===== src/rtl/wb_rr_arbiter.sv =====
// Round-robin Wishbone B4 classic arbiter: N masters share one slave, grant held per cyc burst.
// Optional slave watchdog compiled in with `define WB_ARB_TIMEOUT_EN.
module wb_rr_arbiter #(
    parameter int N_MASTERS      = 2,
    parameter int ADDR_W         = 30,
    parameter int DATA_W         = 32,
    parameter int TIMEOUT_CYCLES = 255
) (
    input  logic                            sys_clk,
    input  logic                            sys_rst,
    input  logic [N_MASTERS-1:0]            m_cyc,
    input  logic [N_MASTERS-1:0]            m_stb,
    input  logic [N_MASTERS-1:0]            m_we,
    input  logic [N_MASTERS*ADDR_W-1:0]     m_adr,
    input  logic [N_MASTERS*DATA_W-1:0]     m_dat_w,
    input  logic [N_MASTERS*DATA_W/8-1:0]   m_sel,
    output logic [DATA_W-1:0]               m_dat_r,
    output logic [N_MASTERS-1:0]            m_ack,
    output logic [N_MASTERS-1:0]            m_err,
    output logic                            s_cyc,
    output logic                            s_stb,
    output logic                            s_we,
    output logic [ADDR_W-1:0]               s_adr,
    output logic [DATA_W-1:0]               s_dat_w,
    output logic [DATA_W/8-1:0]             s_sel,
    input  logic [DATA_W-1:0]               s_dat_r,
    input  logic                            s_ack,
    input  logic                            s_err,
    output logic [N_MASTERS-1:0]            grant,
    output logic                            busy
);

    localparam int SEL_W = DATA_W / 8;
    localparam int IDX_W = (N_MASTERS > 2) ? 2 : 1;

    localparam logic [0:0] ST_IDLE = 1'b0;
    localparam logic [0:0] ST_BUSY = 1'b1;

    logic [0:0]           state_reg, state_next;
    logic [N_MASTERS-1:0] grant_reg, grant_next;
    logic [IDX_W-1:0]     last_reg, last_next;

    logic [IDX_W-1:0]     win_idx;
    logic [IDX_W-1:0]     cand_idx;
    logic                 win_found;
    logic [N_MASTERS-1:0] win_onehot;

    logic                 owner_cyc;
    logic                 owner_stb;
    logic                 owner_we;
    logic                 timeout_hit;

    // Scan starting just after the previous winner so every requester gets a turn.
    always_comb begin
        win_idx   = '0;
        win_found = 1'b0;
        cand_idx  = '0;
        for (int k = 1; k <= N_MASTERS; k++) begin
            cand_idx = IDX_W'((int'(last_reg) + k) % N_MASTERS);
            if (!win_found && m_cyc[cand_idx]) begin
                win_idx   = cand_idx;
                win_found = 1'b1;
            end
        end
    end

    assign win_onehot = N_MASTERS'(1) << win_idx;

    assign owner_cyc = |(m_cyc & grant_reg);
    assign owner_stb = |(m_stb & grant_reg);
    assign owner_we  = |(m_we  & grant_reg);

    always_comb begin
        state_next = state_reg;
        grant_next = grant_reg;
        last_next  = last_reg;
        case (state_reg)
            ST_IDLE: begin
                if (win_found) begin
                    state_next = ST_BUSY;
                    grant_next = win_onehot;
                    last_next  = win_idx;
                end
            end
            default: begin
                // Release only once the owner drops cyc; hand straight over if anyone waits.
                if (!owner_cyc) begin
                    if (win_found) begin
                        grant_next = win_onehot;
                        last_next  = win_idx;
                    end else begin
                        state_next = ST_IDLE;
                        grant_next = '0;
                    end
                end
            end
        endcase
    end

    always_ff @(posedge sys_clk or posedge sys_rst) begin
        if (sys_rst) begin
            state_reg <= ST_IDLE;
            grant_reg <= '0;
            last_reg  <= IDX_W'(N_MASTERS - 1);
        end else begin
            state_reg <= state_next;
            grant_reg <= grant_next;
            last_reg  <= last_next;
        end
    end

`ifdef WB_ARB_TIMEOUT_EN
    logic [15:0] wd_cnt_reg;

    assign timeout_hit = (state_reg == ST_BUSY) && (wd_cnt_reg == 16'(TIMEOUT_CYCLES));

    always_ff @(posedge sys_clk or posedge sys_rst) begin
        if (sys_rst) begin
            wd_cnt_reg <= '0;
        end else if (timeout_hit || s_ack || s_err || (state_reg != ST_BUSY) ||
                     (grant_next != grant_reg)) begin
            wd_cnt_reg <= '0;
        end else if (owner_stb) begin
            wd_cnt_reg <= wd_cnt_reg + 16'd1;
        end
    end
`else
    logic [15:0] unused_timeout_cfg;

    assign unused_timeout_cfg = 16'(TIMEOUT_CYCLES);
    assign timeout_hit        = 1'b0;
`endif

    // Grant is zero when idle, so the AND-OR mux also blanks the slave side.
    logic [ADDR_W-1:0] adr_masked [N_MASTERS];
    logic [DATA_W-1:0] dat_masked [N_MASTERS];
    logic [SEL_W-1:0]  sel_masked [N_MASTERS];

    generate
        for (genvar gi = 0; gi < N_MASTERS; gi++) begin : g_mask
            assign adr_masked[gi] = grant_reg[gi] ? m_adr[gi*ADDR_W +: ADDR_W]  : '0;
            assign dat_masked[gi] = grant_reg[gi] ? m_dat_w[gi*DATA_W +: DATA_W] : '0;
            assign sel_masked[gi] = grant_reg[gi] ? m_sel[gi*SEL_W +: SEL_W]    : '0;
            assign m_ack[gi]      = grant_reg[gi] & s_ack;
            assign m_err[gi]      = grant_reg[gi] & (s_err | timeout_hit);
        end
    endgenerate

    always_comb begin
        s_adr   = '0;
        s_dat_w = '0;
        s_sel   = '0;
        for (int i = 0; i < N_MASTERS; i++) begin
            s_adr   = s_adr   | adr_masked[i];
            s_dat_w = s_dat_w | dat_masked[i];
            s_sel   = s_sel   | sel_masked[i];
        end
    end

    assign s_cyc   = owner_cyc & ~timeout_hit;
    assign s_stb   = owner_stb & ~timeout_hit;
    assign s_we    = owner_we;
    assign m_dat_r = s_dat_r;
    assign grant   = grant_reg;
    assign busy    = (state_reg == ST_BUSY);

endmodule


===== config.mk =====
export PLATFORM = sky130hd
export DESIGN_NAME = wb_rr_arbiter
export DESIGN_NICKNAME = d
export VERILOG_FILES = /design/src/rtl/wb_rr_arbiter.sv
export SDC_FILE = /design/constraint.sdc
export NUM_CORES = 1
export LEC_CHECK = 0
export ABC_CLOCK_PERIOD_IN_PS = 1200
export CAP_MARGIN = 25
export CORE_AREA = 10 10 100 102
export DETAILED_ROUTE_END_ITERATION = 10
export DIE_AREA = 0 0 110 112
export PLACE_DENSITY = 0.72
export SYNTH_ARGS = -nofsm -noshare
export SYNTH_HDL_FRONTEND = slang
export SYNTH_SLANG_ARGS = --single-unit

===== constraint.sdc =====
create_clock -name sys_clk -period 1.2 [get_ports sys_clk]
set_clock_uncertainty 0.2 [all_clocks]
set_input_delay 0.24 -clock sys_clk [delete_from_list [all_inputs] [get_ports sys_clk]]
set_output_delay 0.24 -clock sys_clk [all_outputs]
set_load 0.05 [all_outputs]

Word-level counts from Yosys, hierarchy flattened
Index checks and enable logic that the tools add are counted.

Reductions and logical operators: 7. Mux-type cells: 24. $add $sub $neg: 2. Bitwise logic cells: 10. $lt $le $gt $ge: 2. Equality and inequality tests: 1. Shift-type cells: 1.

Operators with widths (count): 32-bit 2-to-1 mux (2); 30-bit 2-to-1 mux (2); 32-bit bitwise OR (1); 30-bit bitwise OR (1); 1-bit 2-to-1 mux (14); 2-bit 2-to-1 mux (4); 4-bit 2-to-1 mux (2); 2-bit bitwise AND (3); 2-bit OR reduction (3); 1-bit bitwise AND (4); 1-bit by 2-bit less-than comparator with 1-bit output (second input constant) (2); 4-bit bitwise OR (1); 1-bit adder (second input constant) (2); 2-bit != test (second input constant) (1); 2-bit AND reduction (1); 2-bit nonzero test (1); 1-bit by 1-bit left shift with 2-bit output (first input constant) (1); 1-bit logical AND (1); 1-bit zero test (1).

Input bits: 174. Register bits: 4.

Longest topological paths before layout
Gate-level depths: netlist of the first run.

Depth after elaboration: 11. Depth in mapped cells: 4.

Worst setup path before layout of the first run
OpenSTA, ideal clock, no wires.

Path kind: register -> output. Start: register grant_reg[0] (netlist: grant[0]). End: output s_adr[12]. Stages on the path, launching flop included: 4. Path slack: -0.811 ns. Required time: 0.760 ns. Buffers on the path: 2. Arrival time: 1.571 ns. Path through: dfrtp_1 buf_2 buf_2 a22o_1.

Cells in the longest elaborated chain, start to end: 2.

RTL lines: from (decl) (RTL line 40) `logic [N_MASTERS-1:0] grant_reg, grant_next;`; from (signal assigned) (RTL line 107) `grant_reg <= grant_next;`; 30-bit 2-to-1 mux (RTL line 141) `assign adr_masked[gi] = grant_reg[gi] ? m_adr[gi*ADDR_W +: ADDR_W] : '0;`; 30-bit bitwise OR (RTL line 154) `s_adr = s_adr | adr_masked[i];`; to (decl) (RTL line 23) `output logic [ADDR_W-1:0] s_adr,`.

No other way between the ends.

Final worst setup path of the first run
Start: register grant_reg[1] (netlist: grant[1]). End: output s_dat_w[29].

Cells in the longest elaborated chain, start to end: 2.

RTL lines: 32-bit 2-to-1 mux (RTL line 142) `assign dat_masked[gi] = grant_reg[gi] ? m_dat_w[gi*DATA_W +: DATA_W] : '0;`; 32-bit bitwise OR (RTL line 155) `s_dat_w = s_dat_w | dat_masked[i];`; to (decl) (RTL line 24) `output logic [DATA_W-1:0] s_dat_w,`.

No other way between the ends.

==> results.py, run 1 <==
metrics = {
    "drt": {
        "via_per_inst": 4.57,
        "vias": 2005,
        "wl_met2_um": 5200,
        "ant_nets": 0,
        "wl_per_cell_um": 21.2,
        "wl_met3_um": 889,
        "drc": 0,
        "top_layer": "met4",
        "wl_met1_um": 3050,
        "drt_wl_total_um": 9330,
        "drt_first_pass_iters": 4,
        "drt_iter0_markers": 56,
    },
    "floorplan": {
        "coreArea_um2": 8050,
        "die_x_um": 110,
        "fp-row-count": 33,
        "dieHeight_um": 112,
        "ioPinCount": 282,
        "die-area_um2": 12300,
        "start_util": 0.148,
    },
    "logic_synthesis": {
        "syn_area_um2": 1190,
        "synth_top_family_by_area": "compound AO/OA/AOI/OAI gates",
        "synth_mux_area_frac": 0,
        "syn_inst": 147,
        "syn_nets": 321,
        "syn_area_per_cell_um2": 8.11,
        "yosys.area.top_type": "a22o_1",
        "synthAdderAreaFrac": 0,
        "synth_top_area_frac": 0.522,
        "ys_ff_latch": 4,
        "ys_seq_area_frac": 0.0850,
        "ys_types": 21,
        "synth_area_leaders": "a22o_1, buf_4, dfrtp_1",
        "synth_compound_area_frac": 0.559,
        "yosysWarnings": 0,
        "synth-xor-area-share": 0,
        "synth-simple-area-share": 0.0703,
    },
    "critical_path": {
        "cp_data_required_time_ns": 0.76,
        "cp-end-kind": "primary output",
        "crit_type": "register to primary output",
        "path_max_fanout": 16,
        "cp.arrival_ns": 1.31,
        "start_kind": "register",
    },
    "layout": {
        "final_nets": 509,
        "largest_reg_flops": 2,
        "antenna_cells": 0,
        "area_growth_pct": 270,
        "drive_gt1_frac": 0.524,
    },
    "timing": {
        "worst_slack_ns": -0.552,
        "rsz0062_at_grt": "yes",
        "setup_viol": 79,
        "tightest_slew_ns": 0.289,
        "relSlewSlack": 0.806,
        "fin_crit_sh": 1.46,
        "drv_slew": 0,
        "hold_viol_final": 0,
        "setup_tns_ns": -39.99,
        "fmax_mhz": 571,
        "fin_crit_ns": 1.75,
    },
    "placed_design": {
        "dp_hpwl_um": 8060,
        "port_buffers": 217,
        "gp_congestion": 0.779,
        "dp_slack_ns": -0.432,
    },
    "clocking": {
        "clock-root-buffer": "clkbuf_8",
        "clk_latency_ns": 0.23,
        "clockBufferDepth": 2,
        "h-tree-depth": 1,
        "cts_tree": "built",
        "numCtsBuffers": 3,
        "clk_pin_slew_ns": 0.04,
        "cts_hold_buf": 0,
        "cts_sinks": 4,
    },
    "pwr": {
        "ir_drop_v": 0.000660,
        "power_per_cell_area_nw_per_um2": 1290,
        "leakage_uw": 0.00186,
    },
    "global_routing": {
        "grtUsageTotal": 0.135,
        "antenna_found_initial": 0,
        "grt_max_degree": 33,
        "first_global_vias": 2263,
        "grt_pass1_wl_um": 13100,
        "grt-ovfl-total": 0,
    },
    "job": {
        "drv_cap": 0,
    },
    "status": {
        "violations": "negative setup slack",
        "status": "finished with violations",
    },
    "hold_path": {
        "hold_class": "input port to asynchronous set/reset pin",
    },
}
cell type report:
class	instances	area [um2]
Inverter	2	7.51
Timing Repair Buffer	233	3150
Clock buffer	4	45.0
Tap cell	105	131
Multi-Input combinational cell	91	972
Sequential cell	4	105
Fill cell	680	3640
cell usage in the layout (no fill, tap or decap), drive strengths merged:
cell | synthesis | layout
a211oi | 1 | 1
inv | 2 | 2
o21ai | 2 | 2
dlygate4sd2 | 0 | 2
nand2 | 2 | 2
a21oi | 2 | 2
nand2b | 1 | 1
nand3b | 1 | 1
a21o | 1 | 1
or2 | 1 | 1
and2 | 4 | 4
dfrtp | 3 | 3
dfstp | 1 | 1
clkbuf | 3 | 4
buf | 47 | 92
a221o | 1 | 1
nand3 | 3 | 3
a22o | 71 | 71
clkdlybuf4s50 | 0 | 139
nand4b | 1 | 1
synth_stat cells:
library cell  count
buf_6             1
a211oi_1          1
a21oi_1           2
nand3b_1          1
nand3_1           3
and2_1            4
dfstp_2           1
or2_2             1
nand2_1           1
nand2b_1          1
clkbuf_1          3
dfrtp_1           3
buf_4            32
a22o_1           71
o21ai_0           2
inv_1             2
a21o_1            1
a221o_1           1
nand2_4           1
nand4b_1          1
buf_2            14
where the power goes:
group	total (uW)	leakage, uW	internal, uW	switching [uW]
sequential	225	0.0000417	173	52.0
combinational	5140	0.00180	2650	2490
clock	317	0.0000228	228	88.5
per-layer routing:
metal,vias to the layer above,global-route usage
li1,920,-
met1,938,0.126
met2,126,0.263
met3,21,0.0386
met4,0,0.0477
met5,-,0
worst max-delay path, stage by stage, from the launching register on:
cell,delay (ns)
dfrtp_2,0.46
buf_12,0.18
a22o_2,0.29
buf_12,0.15
cell families after synthesis:
logic type,Yosys count
and+or+nand+nor,13
AOI/OAI and AO/OA,78
DFF,4
buffers and inverters,52
path summary, 6_finish.rpt:
kind,from,endpoint,slack [ns],depth (start not counted)
worst max-delay path,grant[1],s_dat_w[29],-0.55,3
worst min-delay path,sys_rst,grant[0],0.02,2
worst max register to register,grant[1],grant[0],-0.44,5
worst min register to register,last_reg,last_reg,0.44,2
max in group asynchronous,sys_rst,last_reg,0.55,2
min in group sys_clk,s_dat_r[2],m_dat_r[2],0.28,0
through the flow:
| stage | hold slack (ns) | utilization | area, um2 | std cells | power (uW) |
|---|---|---|---|---|---|
| 2_1_floorplan | -0.195 | - | 1420 | 147 | 2950 |
| 3_3_place_gp | 0.247 | 0.531 | 4270 | 430 | 5280 |
| 3_5_place_dp | 0.259 | 0.531 | 4270 | 430 | 5330 |
| 4_1_cts | 0.0255 | 0.545 | 4390 | 439 | 5720 |
| 5_1_grt | 0.0376 | 0.547 | 4410 | 439 | 5880 |
| 6_report | 0.0196 | 0.547 | 4410 | 439 | 5690 |
repair_timing:
action                                  CTS  global route
buffers inserted                          5             0
pin swaps                                 1             2
resized for setup                        11             5
endpoints found under the setup margin   80            79
endpoints found under the hold margin     0             0
(Power assumes the default switching activity.)
==> run 2: changes to the inputs <==
--- a/config.mk
+++ b/config.mk
@@ -7,10 +7,11 @@
 export LEC_CHECK = 0
 export ABC_CLOCK_PERIOD_IN_PS = 1200
 export CAP_MARGIN = 25
-export CORE_AREA = 10 10 100 102
+export CORE_ASPECT_RATIO = 0.5
+export CORE_MARGIN = 10
+export CORE_UTILIZATION = 16
 export DETAILED_ROUTE_END_ITERATION = 10
-export DIE_AREA = 0 0 110 112
-export PLACE_DENSITY = 0.72
+export PLACE_DENSITY = 0.77
 export SYNTH_ARGS = -nofsm -noshare
 export SYNTH_HDL_FRONTEND = slang
 export SYNTH_SLANG_ARGS = --single-unit
==> results.py, run 2 (synthesized netlist as in run 1, its figures left out) <==
metrics = {
    "layout": {
        "final_util": 0.604,
        "antenna_cells": 0,
        "final_nets": 506,
        "drive_gt1_frac": 0.523,
        "fin_area_um2": 4400,
        "mostFrequentLayoutCells": "clkdlybuf4s50_1, buf_12, a22o_2, a22o_4, buf_4",
        "largest_reg_flops": 2,
        "final-instance-count-excl-fill": 427,
        "final_common_cell": "clkdlybuf4s50_1",
        "fillers": 548,
        "area_growth_pct": 269,
    },
    "timing": {
        "hold_viol_final": 2,
        "fin_crit_ns": 1.76,
        "setup_viol": 79,
        "drv_slew": 0,
        "worst_slack_ns": -0.558,
        "fin_hold_ws_ns": -0.000880,
        "fin_crit_sh": 1.47,
        "relSlewSlack": 0.846,
        "rsz0062_at_grt": "yes",
        "tightest_slew_ns": 0.230,
        "setup_tns_ns": -40.69,
        "fmax_mhz": 569,
    },
    "job": {
        "drv_cap": 0,
    },
    "global_routing": {
        "grtUsageTotal": 0.147,
        "antenna_found_initial": 0,
        "grt-ovfl-total": 0,
        "grt_pass1_wl_um": 13400,
        "grt_max_degree": 44,
        "first_global_vias": 2235,
    },
    "pwr": {
        "ir_drop_v": 0.000573,
        "seqPwrFrac": 0.037,
        "power_per_cell_area_nw_per_um2": 1340,
        "power_switching_uw": 2690,
        "swShare": 0.455,
        "combinationalPowerShare": 0.870,
        "p_int_uw": 3230,
        "leakage_uw": 0.00186,
        "clkPwrFrac": 0.093,
    },
    "clocking": {
        "cts_hold_buf": 0,
        "cts_tree": "built",
        "clockBufferDepth": 2,
        "clk_latency_ns": 0.23,
        "clk_pin_slew_ns": 0.04,
        "numCtsBuffers": 3,
        "cts_sinks": 4,
        "clock-root-buffer": "clkbuf_16",
        "h-tree-depth": 1,
    },
    "placed_design": {
        "placed_cells": 419,
        "dp_slack_ns": -0.442,
        "dp_hpwl_um": 8230,
        "port_buffers": 217,
        "placed_area_um2": 4220,
        "gp_congestion": 0.763,
    },
    "drt": {
        "drt_iter0_markers": 94,
        "drc": 0,
        "wl_per_cell_um": 22.6,
        "drt_wl_total_um": 9670,
        "via_per_inst": 4.55,
        "vias": 1942,
        "drt_first_pass_iters": 4,
        "ant_nets": 0,
    },
    "floorplan": {
        "die_x_um": 142,
        "ioPinCount": 282,
        "start_util": 0.163,
        "coreArea_um2": 7290,
        "dieHeight_um": 81.0,
        "die-area_um2": 11500,
        "fp-row-count": 22,
    },
    "status": {
        "violations": "negative hold slack, negative setup slack",
        "status": "finished with violations",
    },
    "critical_path": {
        "crit_type": "register to primary output",
        "start_kind": "register",
        "cp_data_required_time_ns": 0.76,
        "cp.arrival_ns": 1.32,
        "cp-end-kind": "primary output",
        "path_max_fanout": 43,
    },
    "hold_path": {
        "hold_class": "input port to asynchronous set/reset pin",
    },
}
-- run 2: cell types whose count changed in the layout (fill, tap and decap cells not counted), moves of 2 or more --
cell and delta:
a22o_2 -3, a22o_4 +3, and2_2 +2, and2_4 -2, buf_12 -2, buf_4 +2
buf_6 -2, buf_8 -2, clkbuf_16 +4, clkbuf_8 -3
-- run 2: timing repair --
item / CTS / global route
setup buffers: 3 / 0
pin swaps: 1 / 0
gates resized for setup: 7 / 5
gates cloned: 0 / 1
setup endpoints to repair: 80 / 79
hold endpoints to repair: 0 / 0
-- run 2: path summary, 6_finish.rpt --
path | from | to | slack (ns) | depth (start not counted)
max | grant[0] | s_dat_w[18] | -0.56 | 3
max reg2reg | grant[1] | grant[0] | -0.39 | 4
min in group sys_clk | s_dat_r[0] | m_dat_r[0] | 0.28 | 0
min reg2reg | last_reg | last_reg | 0.43 | 2
max in group asynchronous | sys_rst | last_reg | 0.57 | 2
min | sys_rst | grant[0] | -0.0009 | 2
-- run 2: per-stage QoR --
| stage | power, uW | hold slack (ns) |
|---|---|---|
| global placement | 5220 | 0.229 |
| CTS | 5880 | 0.000172 |
| detailed placement | 5290 | 0.232 |
| finish | 5920 | -0.000880 |
| floorplan | 2950 | -0.195 |
| global route | 6100 | 0.0117 |
-- run 2: cell type report --
| type | instances | area (um2) | area share |
|---|---|---|---|
| Timing Repair Buffer | 230 | 3090 | 0.703 |
| Sequential cell | 4 | 105 | 0.0239 |
| Clock buffer | 4 | 78.8 | 0.0179 |
| Inverter | 2 | 7.51 | 0.00171 |
| Multi-Input combinational cell | 91 | 997 | 0.226 |
| Tap cell | 96 | 120 | 0.0273 |
-- run 2: worst max-delay path, cell delays in order (launching register included) --
cell and delay [ns]:
dfrtp_2 0.43, buf_12 0.20, a22o_2 0.29, buf_12 0.15
-- run 2: per-layer routing --
| layer | vias up | part of all wire | GRT usage |
|---|---|---|---|
| met4 | 0 | 0.014 | 0.0396 |
| met5 | - | 0 | 0 |
| met2 | 76 | 0.61 | 0.304 |
| met3 | 22 | 0.054 | 0.0343 |
| li1 | 918 | - | - |
| met1 | 926 | 0.32 | 0.146 |
-- run 2: power groups by stage --
stage,combinational [uW],sequential (uW),clock [uW]
floorplan,2700,251,0
global placement,5010,209,0
detailed placement,5080,214,0
CTS,5120,213,548
global route,5310,222,567
finish,5150,217,549
